### src/rtl/wca_expansion_pattern_gen.sv
// wca_expansion_pattern_gen
// Programmable 3-bit pattern sequencer feeding the expansion-port output latch.
// Holds up to 16 three-bit patterns and plays entries 0..len in order, one
// step per dwell interval, in one-shot or loop mode. Each new pattern appears
// on ep_data together with a single-cycle ep_strobe.
// Step timing: 1 LOAD cycle plus dwell+1 DWELL cycles, so the step period is
// dwell+2 cycles and the first strobe comes 2 cycles after start is sampled.

module wca_expansion_pattern_gen #(
    parameter int DEPTH  = 16,
    parameter int DWELLW = 16
) (
    input  logic              clk,
    input  logic              reset,
    input  logic              wr_en,
    input  logic [3:0]        wr_addr,
    input  logic [2:0]        wr_data,
    input  logic [3:0]        len,
    input  logic [DWELLW-1:0] dwell,
    input  logic              loop,
    input  logic              start,
    input  logic              stop,
    output logic [2:0]        ep_data,
    output logic              ep_strobe,
    output logic              busy,
    output logic              done
);

    typedef enum logic [1:0] {
        ST_IDLE  = 2'd0,
        ST_LOAD  = 2'd1,
        ST_DWELL = 2'd2
    } state_t;

    // Sequencer state
    state_t              state_r;
    state_t              next_state_s;
    logic                busy_r;

    // Run parameters captured when a run is launched
    logic [3:0]          len_sh_r;
    logic [DWELLW-1:0]   dwell_sh_r;
    logic                loop_sh_r;

    // Position within the pattern and dwell countdown
    logic [3:0]          idx_r;
    logic [DWELLW-1:0]   cnt_r;

    // Pattern storage
    logic [2:0]          mem_r [DEPTH];

    // Output registers
    logic [2:0]          ep_data_r;
    logic                ep_strobe_r;
    logic                done_r;

    // Decoded actions for this cycle
    logic                launch_s;
    logic                step_s;
    logic                wrap_s;
    logic                finish_s;
    logic                load_fire_s;
    logic                cnt_zero_s;

    assign cnt_zero_s = (cnt_r == {DWELLW{1'b0}});

    // Next-state decode; stop overrides everything, including a start in IDLE
    always_comb begin
        next_state_s = state_r;
        launch_s     = 1'b0;
        step_s       = 1'b0;
        wrap_s       = 1'b0;
        finish_s     = 1'b0;
        load_fire_s  = 1'b0;
        if (stop) begin
            next_state_s = ST_IDLE;
        end else begin
            case (state_r)
                ST_IDLE: begin
                    if (start) begin
                        next_state_s = ST_LOAD;
                        launch_s     = 1'b1;
                    end else begin
                        next_state_s = ST_IDLE;
                    end
                end
                ST_LOAD: begin
                    next_state_s = ST_DWELL;
                    load_fire_s  = 1'b1;
                end
                ST_DWELL: begin
                    if (cnt_zero_s) begin
                        if (idx_r != len_sh_r) begin
                            next_state_s = ST_LOAD;
                            step_s       = 1'b1;
                        end else if (loop_sh_r) begin
                            next_state_s = ST_LOAD;
                            wrap_s       = 1'b1;
                        end else begin
                            next_state_s = ST_IDLE;
                            finish_s     = 1'b1;
                        end
                    end else begin
                        next_state_s = ST_DWELL;
                    end
                end
                default: begin
                    next_state_s = ST_IDLE;
                end
            endcase
        end
    end

    // State register; busy is registered alongside so it tracks state exactly
    always_ff @(posedge clk or posedge reset) begin
        if (reset) begin
            state_r <= ST_IDLE;
            busy_r  <= 1'b0;
        end else begin
            state_r <= next_state_s;
            busy_r  <= (next_state_s != ST_IDLE);
        end
    end

    // Capture run parameters only when a run launches, so mid-run changes are ignored
    always_ff @(posedge clk or posedge reset) begin
        if (reset) begin
            len_sh_r   <= 4'd0;
            dwell_sh_r <= {DWELLW{1'b0}};
            loop_sh_r  <= 1'b0;
        end else if (launch_s) begin
            len_sh_r   <= len;
            dwell_sh_r <= dwell;
            loop_sh_r  <= loop;
        end else begin
            len_sh_r   <= len_sh_r;
            dwell_sh_r <= dwell_sh_r;
            loop_sh_r  <= loop_sh_r;
        end
    end

    // Entry index: cleared at launch and on loop wrap, advanced between entries
    always_ff @(posedge clk or posedge reset) begin
        if (reset) begin
            idx_r <= 4'd0;
        end else if (launch_s || wrap_s) begin
            idx_r <= 4'd0;
        end else if (step_s) begin
            idx_r <= idx_r + 4'd1;
        end else begin
            idx_r <= idx_r;
        end
    end

    // Dwell countdown: reloaded on leaving LOAD, only ever decrements so it cannot overflow
    always_ff @(posedge clk or posedge reset) begin
        if (reset) begin
            cnt_r <= {DWELLW{1'b0}};
        end else if (load_fire_s) begin
            cnt_r <= dwell_sh_r;
        end else if ((state_r == ST_DWELL) && !cnt_zero_s) begin
            cnt_r <= cnt_r - {{(DWELLW-1){1'b0}}, 1'b1};
        end else begin
            cnt_r <= cnt_r;
        end
    end

    // Pattern memory write port; reads elsewhere see the pre-write contents
    always_ff @(posedge clk or posedge reset) begin
        if (reset) begin
            for (int i = 0; i < DEPTH; i++) begin
                mem_r[i] <= 3'd0;
            end
        end else if (wr_en) begin
            mem_r[wr_addr] <= wr_data;
        end
    end

    // Output latch feed: pattern and strobe on LOAD exit, done on one-shot completion
    always_ff @(posedge clk or posedge reset) begin
        if (reset) begin
            ep_data_r   <= 3'd0;
            ep_strobe_r <= 1'b0;
            done_r      <= 1'b0;
        end else begin
            ep_strobe_r <= load_fire_s;
            done_r      <= finish_s;
            if (load_fire_s) begin
                ep_data_r <= mem_r[idx_r];
            end else begin
                ep_data_r <= ep_data_r;
            end
        end
    end

    assign ep_data   = ep_data_r;
    assign ep_strobe = ep_strobe_r;
    assign busy      = busy_r;
    assign done      = done_r;

endmodule

### config.mk
export PLATFORM = sky130hd
export DESIGN_NAME = wca_expansion_pattern_gen
export DESIGN_NICKNAME = d
export VERILOG_FILES = /design/src/rtl/wca_expansion_pattern_gen.sv
export SDC_FILE = /design/constraint.sdc
export NUM_CORES = 1
export LEC_CHECK = 0
export ABC_AREA = 1
export CAP_MARGIN = 10
export CORE_UTILIZATION = 50
export DETAILED_ROUTE_END_ITERATION = 16
export PLACE_DENSITY = 0.71
export SYNTH_ARGS = -nofsm -noshare
export SYNTH_HDL_FRONTEND = slang
export SYNTH_SLANG_ARGS = --single-unit
### constraint.sdc
create_clock -name clk -period 3.2 [get_ports clk]
set_clock_uncertainty 0.15 [all_clocks]
set_input_delay 0.64 -clock clk [delete_from_list [all_inputs] [get_ports clk]]
set_output_delay 0.64 -clock clk [all_outputs]
set_load 0.05 [all_outputs]
Word-level counts from Yosys, hierarchy flattened. Cells that the tools add are included.

Register bits after elaboration: 97. Latch bits: 0. RAM bits: 0. Memory bits (read-only): 0. Bits of input ports: 33. Output and inout bits: 6. Word-level logic and storage cells: 80. Memories: 0.

Add/sub/neg operators: 2. Multipliers: 0. Div/mod/pow operators: 0. Order comparisons: 3. Eq/ne operators: 3. Shift operators: 0. Mux-type cells: 35. Bitwise gates (word level): 2. Reduce and logical (&&, ||, !) cells: 9.

Operators by type and width (count): $bwmux 48 (1); $mux 16 (2); $mux 1 (22); $logic_not 16->1 (1); $sub 16x1->16 const B (1); $bmux 3 s4 (1); $demux 3 s4 (1); $ge 5x5->1 const B (2); $not 4->5 (2); $mux 3 (3); $mux 4 (2); $pmux 2 s3 (1); $reduce_bool 2->1 (3); $lt 5x1->1 const B (1); $add 4x1->4 const B (1); $mux 2 (2); $ne 4x4->1 (1); $eq 2x1->1 const B (1); $eq 2x2->1 const B (1); $logic_and 1x1->1 (2); $logic_not 2->1 (1); $logic_not 1->1 (1); $logic_or 1x1->1 (1).

Longest topological paths before layout. Gate-level depths: netlist of the first run.

Word-level depth: 7. Gate-level depth with buffers: 11. Mapped depth without buffers: 10.

Worst setup path before layout of the first run. OpenSTA, ideal clock, no wires.

Path type: in2reg. Start: in stop. End: reg cnt_r[15]. Library setup time: 0.067 ns. Data arrival time: 1.506 ns. Data required time: 2.983 ns. Setup slack: 1.477 ns. Stages: 6. Buffers on the path: 1. Path through: nor2_1 -> nand2_1 -> inv_1 -> clkbuf_1 -> nand2_1 -> nand3_2.

Longest elaborated chain between the ends: 2. Elaborated cells between the ends (all ways): 3.

RTL lines: start: declaration (RTL line 22) `input logic stop,`; $mux 1 (*) (RTL line 75) `if (stop) begin`; via load_fire_s (RTL line 62) `logic load_fire_s;`; $mux 16 or $reduce_bool 2->1 (tied branches); end signal: assignment (RTL line 158) `cnt_r <= {DWELLW{1'b0}};`; end signal: assignment (RTL line 160) `cnt_r <= dwell_sh_r;`; end signal: assignment (RTL line 162) `cnt_r <= cnt_r - {{(DWELLW-1){1'b0}}, 1'b1};`; end: declaration (RTL line 47) `logic [DWELLW-1:0] cnt_r;`.

The timed path passes the listed nets; every way through them passes the cells marked *. A chain may end at the register's enable or synchronous reset.

Worst setup path after layout of the first run.
Start: reg ep_data_r[1] (netlist: ep_data[1]). End: out ep_data[1].

RTL lines: start: declaration (RTL line 53) `logic [2:0] ep_data_r;`; start signal: assignment (RTL line 189) `ep_data_r <= mem_r[idx_r];`; start signal: assignment (RTL line 191) `ep_data_r <= ep_data_r;`; end: declaration (RTL line 23) `output logic [2:0] ep_data,`.

No word-level cell between the ends.

==> run summary, run 1 <==
The flow ran to the end, and the final reports show no timing, DRC or antenna violations. The width of the chip is slightly below 100 microns. The number of antenna diodes in the final layout is 0. The initial core utilization is 0.512. The count of flip-flops with a built-in enable after synthesis is 0. Counting the buffers created by CTS gives 9. The final critical path time including I/O delays and setup came out at around 2400 ps. The TritonCTS clock tree is yes. The leakage power of the design came out at approximately 2.6 nW. The largest net degree at the start of global routing came out at between 40 and 50.

Clock latency on the worst-skew pair, taken at its later pin, is around 370 ps. The count of buffers added on input and output ports is 38. Among all flip-flop cells after synthesis, the most frequent one is sky130_fd_sc_hd__dfrtp_1. The buffers inserted during post-CTS setup optimization is 0. Once layout is done, the placed cells without fillers occupy around 0.0054 sq mm.

The cell row count came out at 35. The clock-pin transition on the worst setup and hold timing paths came out at roughly 90 ps. The number of cells on the worst reg-to-reg path is 10. The cell depth of the worst hold path is 2. In this run the critical register-to-register path is captured at busy. Compared with the post-synthesis result, the final layout area differs by 14.2%. The cell at the root of the clock tree is sky130_fd_sc_hd__clkbuf_8. The initial antenna violation count came out at 0. The die outline height came out at a little under 100 microns. The final layout contains slightly below 700 nets.

Counting instances in the post-synthesis netlist gives the leading cell types as sky130_fd_sc_hd__nand2_1, sky130_fd_sc_hd__dfrtp_1, sky130_fd_sc_hd__o21ai_0. The peak per-stage delay on the critical path is between 800 and 900 ps. For this run, the top clock speed supported by timing is between 400 and 500 MHz. The type of element capturing the critical path is a primary output. The total length of routed wires is approximately 11000 microns. The area of the multi-input gates is slightly above 0.002 sq mm. For this run, asynchronously set or reset flops after synthesis account for 1.00. Yosys attributes the largest share of cell area to sky130_fd_sc_hd__dfrtp_1, sky130_fd_sc_hd__nand2_1, sky130_fd_sc_hd__o21ai_0, sky130_fd_sc_hd__nand3_1, sky130_fd_sc_hd__nor2_1. The sum of negative setup slack came out at 0 ps. The max-capacitance violation count came out at 0. The core outline area is just over 0.009 sq mm. The nature of the critical path startpoint is a register. Broken down by cell family, the worst path's largest delay share belongs to buffers and inverters.

Synthesis handed over a netlist of 615 instances. The setup-violating endpoint count in the final report came out at 0. The critical path in this run is classified as register to primary output. The H-tree depth is 3. The number of nets in the synthesized netlist is between 600 and 700. The data required time at the worst endpoint came out at around 2400 ps. The number of buffers and inverters on the critical path is 1. The global-route wire length before repair came out at around 19000 microns. The number of vias per cell after detailed routing is roughly 5.3. The startpoint identified for the worst register-to-register timing path is idx_r[0]. Buffers inserted to repair hold after CTS numbered 0. The worst pin sits at a relative slew slack of 0.473. The clock sink count came out at 97. The number of design rule violations left after detail routing came out at 0. The final count of hold timing violations came out at 0. The worst hold path belongs to the class register to register.

The part of the Yosys area used for sequential elements is 0.515. Prior to clock tree synthesis, the placed netlist has a worst setup slack of around 490 ps. Routability-driven placement finished with a final weighted congestion of 0.833. The total number of vias is roughly 4000. Of the cells placed in the final design, the portion with a size suffix greater than 1 is 0.0457. The startpoint identified for the worst hold timing path is mem_r[23]. Synthesis inferred 97 register bits. The maximum root-to-sink buffer count is 2. The cell area after synthesis came out at around 0.0047 sq mm. The max-slew violation total from the final report came out at 0. sky130_fd_sc_hd__dfrtp_1 takes more of the synthesized area than any other cell.

IR analysis of the VDD net gives a maximum drop of 0.345 mV. In this run the remaining antenna-violating nets after routing total 0. The post-synthesis average cell area came out at around 7.7 sq um. The largest driver fanout on the critical path is 2.

The number of instances resized during post-cts repair is 0. The instance area at placement is ~0.0052 sq mm. The half-perimeter wire length after placement is 7540 microns. Setup repair after global routing left no endpoint under its margin. The measured slew at the worst slew-check pin came out at 789 ps.

The synthesized netlist contains 31 unique library cells. 39 I/O pins were placed. The aggregate global-route resource usage is 0.243. The final worst setup slack is between 800 and 900 ps. Data arrives at the worst endpoint at around 1600 ps.

The number of fill cells came out at 854. The power per cell area is 628 mW/mm^2. In the final routed layout, each cell accounts on average for around 14 microns. Traced cell by cell, the critical path runs through clkdlybuf4s50_1. For this run the aggregate overflow at the end of global routing stands at 0. For this design, the slowest cell found on the critical path is sky130_fd_sc_hd__clkdlybuf4s50_1. The number of warnings issued by yosys came out at 0. The setup check on the worst reg-to-reg path leaves a slack of around 1000 ps. The number of iterations in the first detailed-routing pass came out at 5. The end of the worst hold path is mem_r[23]. The area enclosed by the die boundary is between 0.009 and 0.01 sq mm. The share of synthesized area in the top cell type comes to 0.515.

Yosys instantiated no cell more often than sky130_fd_sc_hd__nand2_1. The via count of the first global-routing pass came out at a little over 4000. The detailed router's first-iteration violation count came out at between 200 and 250. The sequential cells in the finished layout cover a total of approximately 0.0024 sq mm.

The final period utilization is 0.740.
## cells by family after synthesis
group / Yosys count / share of synthesized area
xor gates and xnor gates: 7 / 0.0130
adders and majority gates: 3 / 0.00797
AOI/OAI and AO/OA: 93 / 0.103
buffers and inverters: 61 / 0.0531
DFF: 97 / 0.515
and+or+nand+nor: 354 / 0.307
## final cells by class
| type | count | area share |
|---|---|---|
| Multi-Input combinational cell | 457 | 0.378 |
| Tap cell | 111 | 0.0258 |
| Sequential cell | 97 | 0.451 |
| Clock buffer | 13 | 0.0277 |
| Clock inverter | 2 | 0.00279 |
| Timing Repair Buffer | 44 | 0.0837 |
| Inverter | 43 | 0.0311 |
## how the worst max path moves through the flow
stage,cells past startpoint,end,start
finish,1,ep_data[1],ep_data[1]
global route,7,cnt_r[9],stop
CTS,1,ep_data[1],ep_data[1]
detailed placement,7,cnt_r[9],stop
global placement,6,cnt_r[1],stop
floorplan,1,busy,reset
## routing by layer
layer | GRT usage | routed length (microns)
met1 | 0.306 | 4850
met2 | 0.407 | 5240
met3 | 0.0454 | 359
met4 | 0.111 | 291
met5 | 0 | 0
## cells in the final DEF, fill, tap and decap left out, drive strengths merged
master         instances
clkbuf                13
clkdlybuf4s50         38
clkinv                 1
or2                    2
buf                    6
nor3                   4
a21oi                 21
nand4                  5
o211ai                 3
xor2                   3
nor2                  56
a21boi                 3
xnor2                  4
a21o                   1
nand3b                 1
ha                     3
nand2                246
dfrtp                 97
o21ai                 63
inv                   41
nand3                 40
clkinvlp               3
o22ai                  1
o21bai                 1
## report_power, final
group	internal (W)	leakage [nW]	switching (W)	total (W)
clock	0.000301	0.0757	0.000412	0.000713
combinational	0.000368	1.31	0.000564	0.000933
sequential	0.00151	1.22	0.000221	0.00173
## through the flow
step	hold WS, ps	util	power, W	std cells
2_1_floorplan	298	-	0.00240	615
3_3_place_gp	310	0.567	0.00264	752
3_5_place_dp	317	0.567	0.00268	752
4_1_cts	339	0.585	0.00340	767
5_1_grt	357	0.585	0.00363	767
6_report	337	0.585	0.00338	767
## flip-flops by register name (all words and copies together), names as in the netlist
| signal | count |
|---|---|
| len_sh_r | 4 |
| state_r | 2 |
| ep_data | 3 |
| ep_strobe | 1 |
| dwell_sh_r | 16 |
| busy | 1 |
| idx_r | 4 |
| done | 1 |
| mem_r | 48 |
| cnt_r | 16 |
| loop_sh_r | 1 |
Note: power is estimated with default switching activity, not from simulation.
==> inputs of run 2 (changes only) <==
PLACE_DENSITY = 0.68   (was 0.71)
clock period = 2.3 ns   (was 3.2 ns; I/O delays follow)
==> run summary, run 2 (synthesis results as in run 1) <==
Outcome: finished, final reports clean (unchanged). The insertion delay of the later-clocked pin in the worst-skew pair is 360 ps (was 370 ps). The final critical path time including I/O delays and setup came out at about 2200 ps. The path class of the lowest-slack min-delay path is register to register (unchanged).

The area used by sequential logic in the layout is 0.00243 sq mm (unchanged). The buffers inserted during post-CTS setup optimization came out at 0 (unchanged). The global-route wire length before repair came out at 18400 microns (was 18600 microns). The H-tree depth is 3 (unchanged). The TritonCTS buffer count is 9 (unchanged).

The via count of the first global-routing pass came out at 3903 (was 4050). The area of the multi-input gates came to 0.00203 sq mm (unchanged). The worst slew slack as a fraction of its limit was 0.622 (was 0.473).

RSZ-0062 raised after global routing: no (unchanged). The initial antenna violation count is 0 (unchanged). The die outline height is 99.1 microns (unchanged). The sum of negative setup slack came out at 0 ps (unchanged). The final weighted congestion of routability-driven global placement was 0.856 (was 0.833). The total number of vias came out at 4042 (was 4100).

Timing would allow up to between 400 and 500 MHz. The type of element capturing the critical path was a primary output (unchanged). Largest registers: mem_r x48, cnt_r x16, dwell_sh_r x16 (unchanged). The setup-violating endpoint count in the final report came out at 0 (unchanged). The leakage power of the design is 2.66 nW (was 2.61 nW). The count of buffers from port buffering came out at 38 (unchanged).

The total buffers and inverters traversed by the critical path is 1 (unchanged). The register with the most flip-flops is mem_r (unchanged). The detailed-route wire length per cell is 13.7 microns (was 14.0 microns).

The initial core utilization came out at 0.512 (unchanged). The max-slew violation total from the final report came out at 0 (unchanged). The largest driver fanout on the critical path came to 2 (unchanged).

The type of the setup path with the least slack is register to primary output (unchanged). The peak per-stage delay on the critical path is 820 ps (about the same). The layout overhead on the synthesized area came out at 15.7% (was 14.2%).

The total length of routed wires is 10700 microns (about the same). The number of design rule violations left after detail routing came out at 0 (unchanged). The maximum root-to-sink buffer count came out at 2 (unchanged). The cts-stage hold buffer count came out at 0 (unchanged). The maximum vdd drop came out at 0.388 mV (was 0.345 mV). The flip-flop count of the largest register, all copies and words added is 48 (unchanged). The detailed router's first-iteration violation count is 219 (was 203).

The power per cell area is 860 mW/mm^2 (was 628 mW/mm^2). The remaining global-route overflow is 0 (unchanged). Commonest cells after routing, fill and taps aside: sky130_fd_sc_hd__nand2_1, sky130_fd_sc_hd__dfrtp_1, sky130_fd_sc_hd__o21ai_0 (unchanged). The antenna diode instance count came out at 0 (unchanged).

The largest net degree at the start of global routing is 98 (was 41). The number of instances resized during post-cts repair is 0 (unchanged). The half-perimeter wire length after placement was 7610 microns (was 7540 microns). The max-capacitance violation count came out at 0 (unchanged). The cell row count was 35 (unchanged). The number of top-level design ports is 39 (unchanged). The width of the chip came out at 99.1 microns (unchanged). The TritonCTS clock tree is yes (unchanged). The number of fill cells is 864 (was 854).

The clock-pin transition on the worst setup and hold timing paths is 90 ps (about the same). The data arrival at the endpoint of the critical path came out at 1550 ps (was 1580 ps). The final worst hold slack came to 338 ps (was 337 ps).

The post-detailed-route count of antenna-violating nets came out at 0 (unchanged). The number of vias per cell after detailed routing came out at 5.21 (was 5.35). The share of post-route cells with drive strength above 1 came out at 0.0632 (was 0.0457).

The final count of hold timing violations is 0 (unchanged). The slowest cell on the critical path is sky130_fd_sc_hd__clkdlybuf4s50_1 (unchanged). The nature of the critical path startpoint was a register (unchanged). The number of iterations in the first detailed-routing pass came to 5 (unchanged). The measured slew at the worst slew-check pin came out at 567 ps (was 789 ps).

Dividing the final minimum period by the clock period gives 0.941. The aggregate global-route resource usage is 0.240 (was 0.243). The net count of the finished layout came out at 698 (was 688). The area enclosed by the die boundary came out at 0.00982 sq mm (unchanged). The core outline area came out at 0.00920 sq mm (unchanged). The cell at the root of the clock tree was sky130_fd_sc_hd__clkbuf_8 (unchanged). Series of cell instances along the critical path: clkdlybuf4s50_1 (unchanged).

The data required time at the worst endpoint came out at 1690 ps (was 2410 ps). The kind of cell with the highest combined delay on the critical path is buffers and inverters (unchanged). The clock sink count was 97 (unchanged). The most common library cell in the layout ignoring fill and taps is sky130_fd_sc_hd__nand2_1 (unchanged).
run 2: changes by cell type in the layout (fill, tap and decap cells not counted), sizes merged:
cell,change
clkbuf,-3
buf,+10
clkinvlp,+1
clkinv,+1
run 2: power by group:
group | switching, W | total, W | internal (W)
sequential | 0.000311 | 0.00242 | 0.00211
combinational | 0.000765 | 0.00128 | 0.000520
clock | 0.000573 | 0.000986 | 0.000413
total | 0.00165 | 0.00469 | 0.00304
run 2: final timing paths:
kind	to	startpoint	cells after the start	slack [ps]
max	ep_data[0]	ep_data[0]	1	140
min	mem_r[27]	mem_r[27]	2	340
max reg2reg	cnt_r[4]	cnt_r[0]	9	380
min reg2reg	mem_r[27]	mem_r[27]	2	340
max in group asynchronous	mem_r[1]	reset	3	1140
min in group asynchronous	dwell_sh_r[5]	reset	3	390
run 2: final cells by class:
cell class	instances	area share
flip-flops and latches	97	0.445
multi-input cells	457	0.373
repair buffers	54	0.0941
inverters	43	0.0308
well taps	111	0.0255
clock buffers	10	0.0253
clock inverters	4	0.00574
run 2: layer usage:
layer | routed length [microns] | up-vias | GRT usage
li1 | - | 2051 | -
met1 | 4730 | 1905 | 0.317
met2 | 5390 | 77 | 0.414
met3 | 408 | 9 | 0.0284
met4 | 113 | 0 | 0.0781
met5 | 0 | - | 0
run 2: metrics by stage:
| step | worst slack (ps) | total power [W] | cell area, sq um | utilization | std cells |
|---|---|---|---|---|---|
| 5_1_grt | 101 | 0.00505 | 5450 | 0.593 | 776 |
| 4_1_cts | 113 | 0.00472 | 5450 | 0.593 | 776 |
| 6_report | 136 | 0.00469 | 5450 | 0.593 | 776 |
| 2_1_floorplan | 542 | 0.00334 | 4720 | - | 615 |
| 3_5_place_dp | 197 | 0.00373 | 5280 | 0.574 | 762 |
| 3_3_place_gp | 263 | 0.00369 | 5280 | 0.574 | 762 |
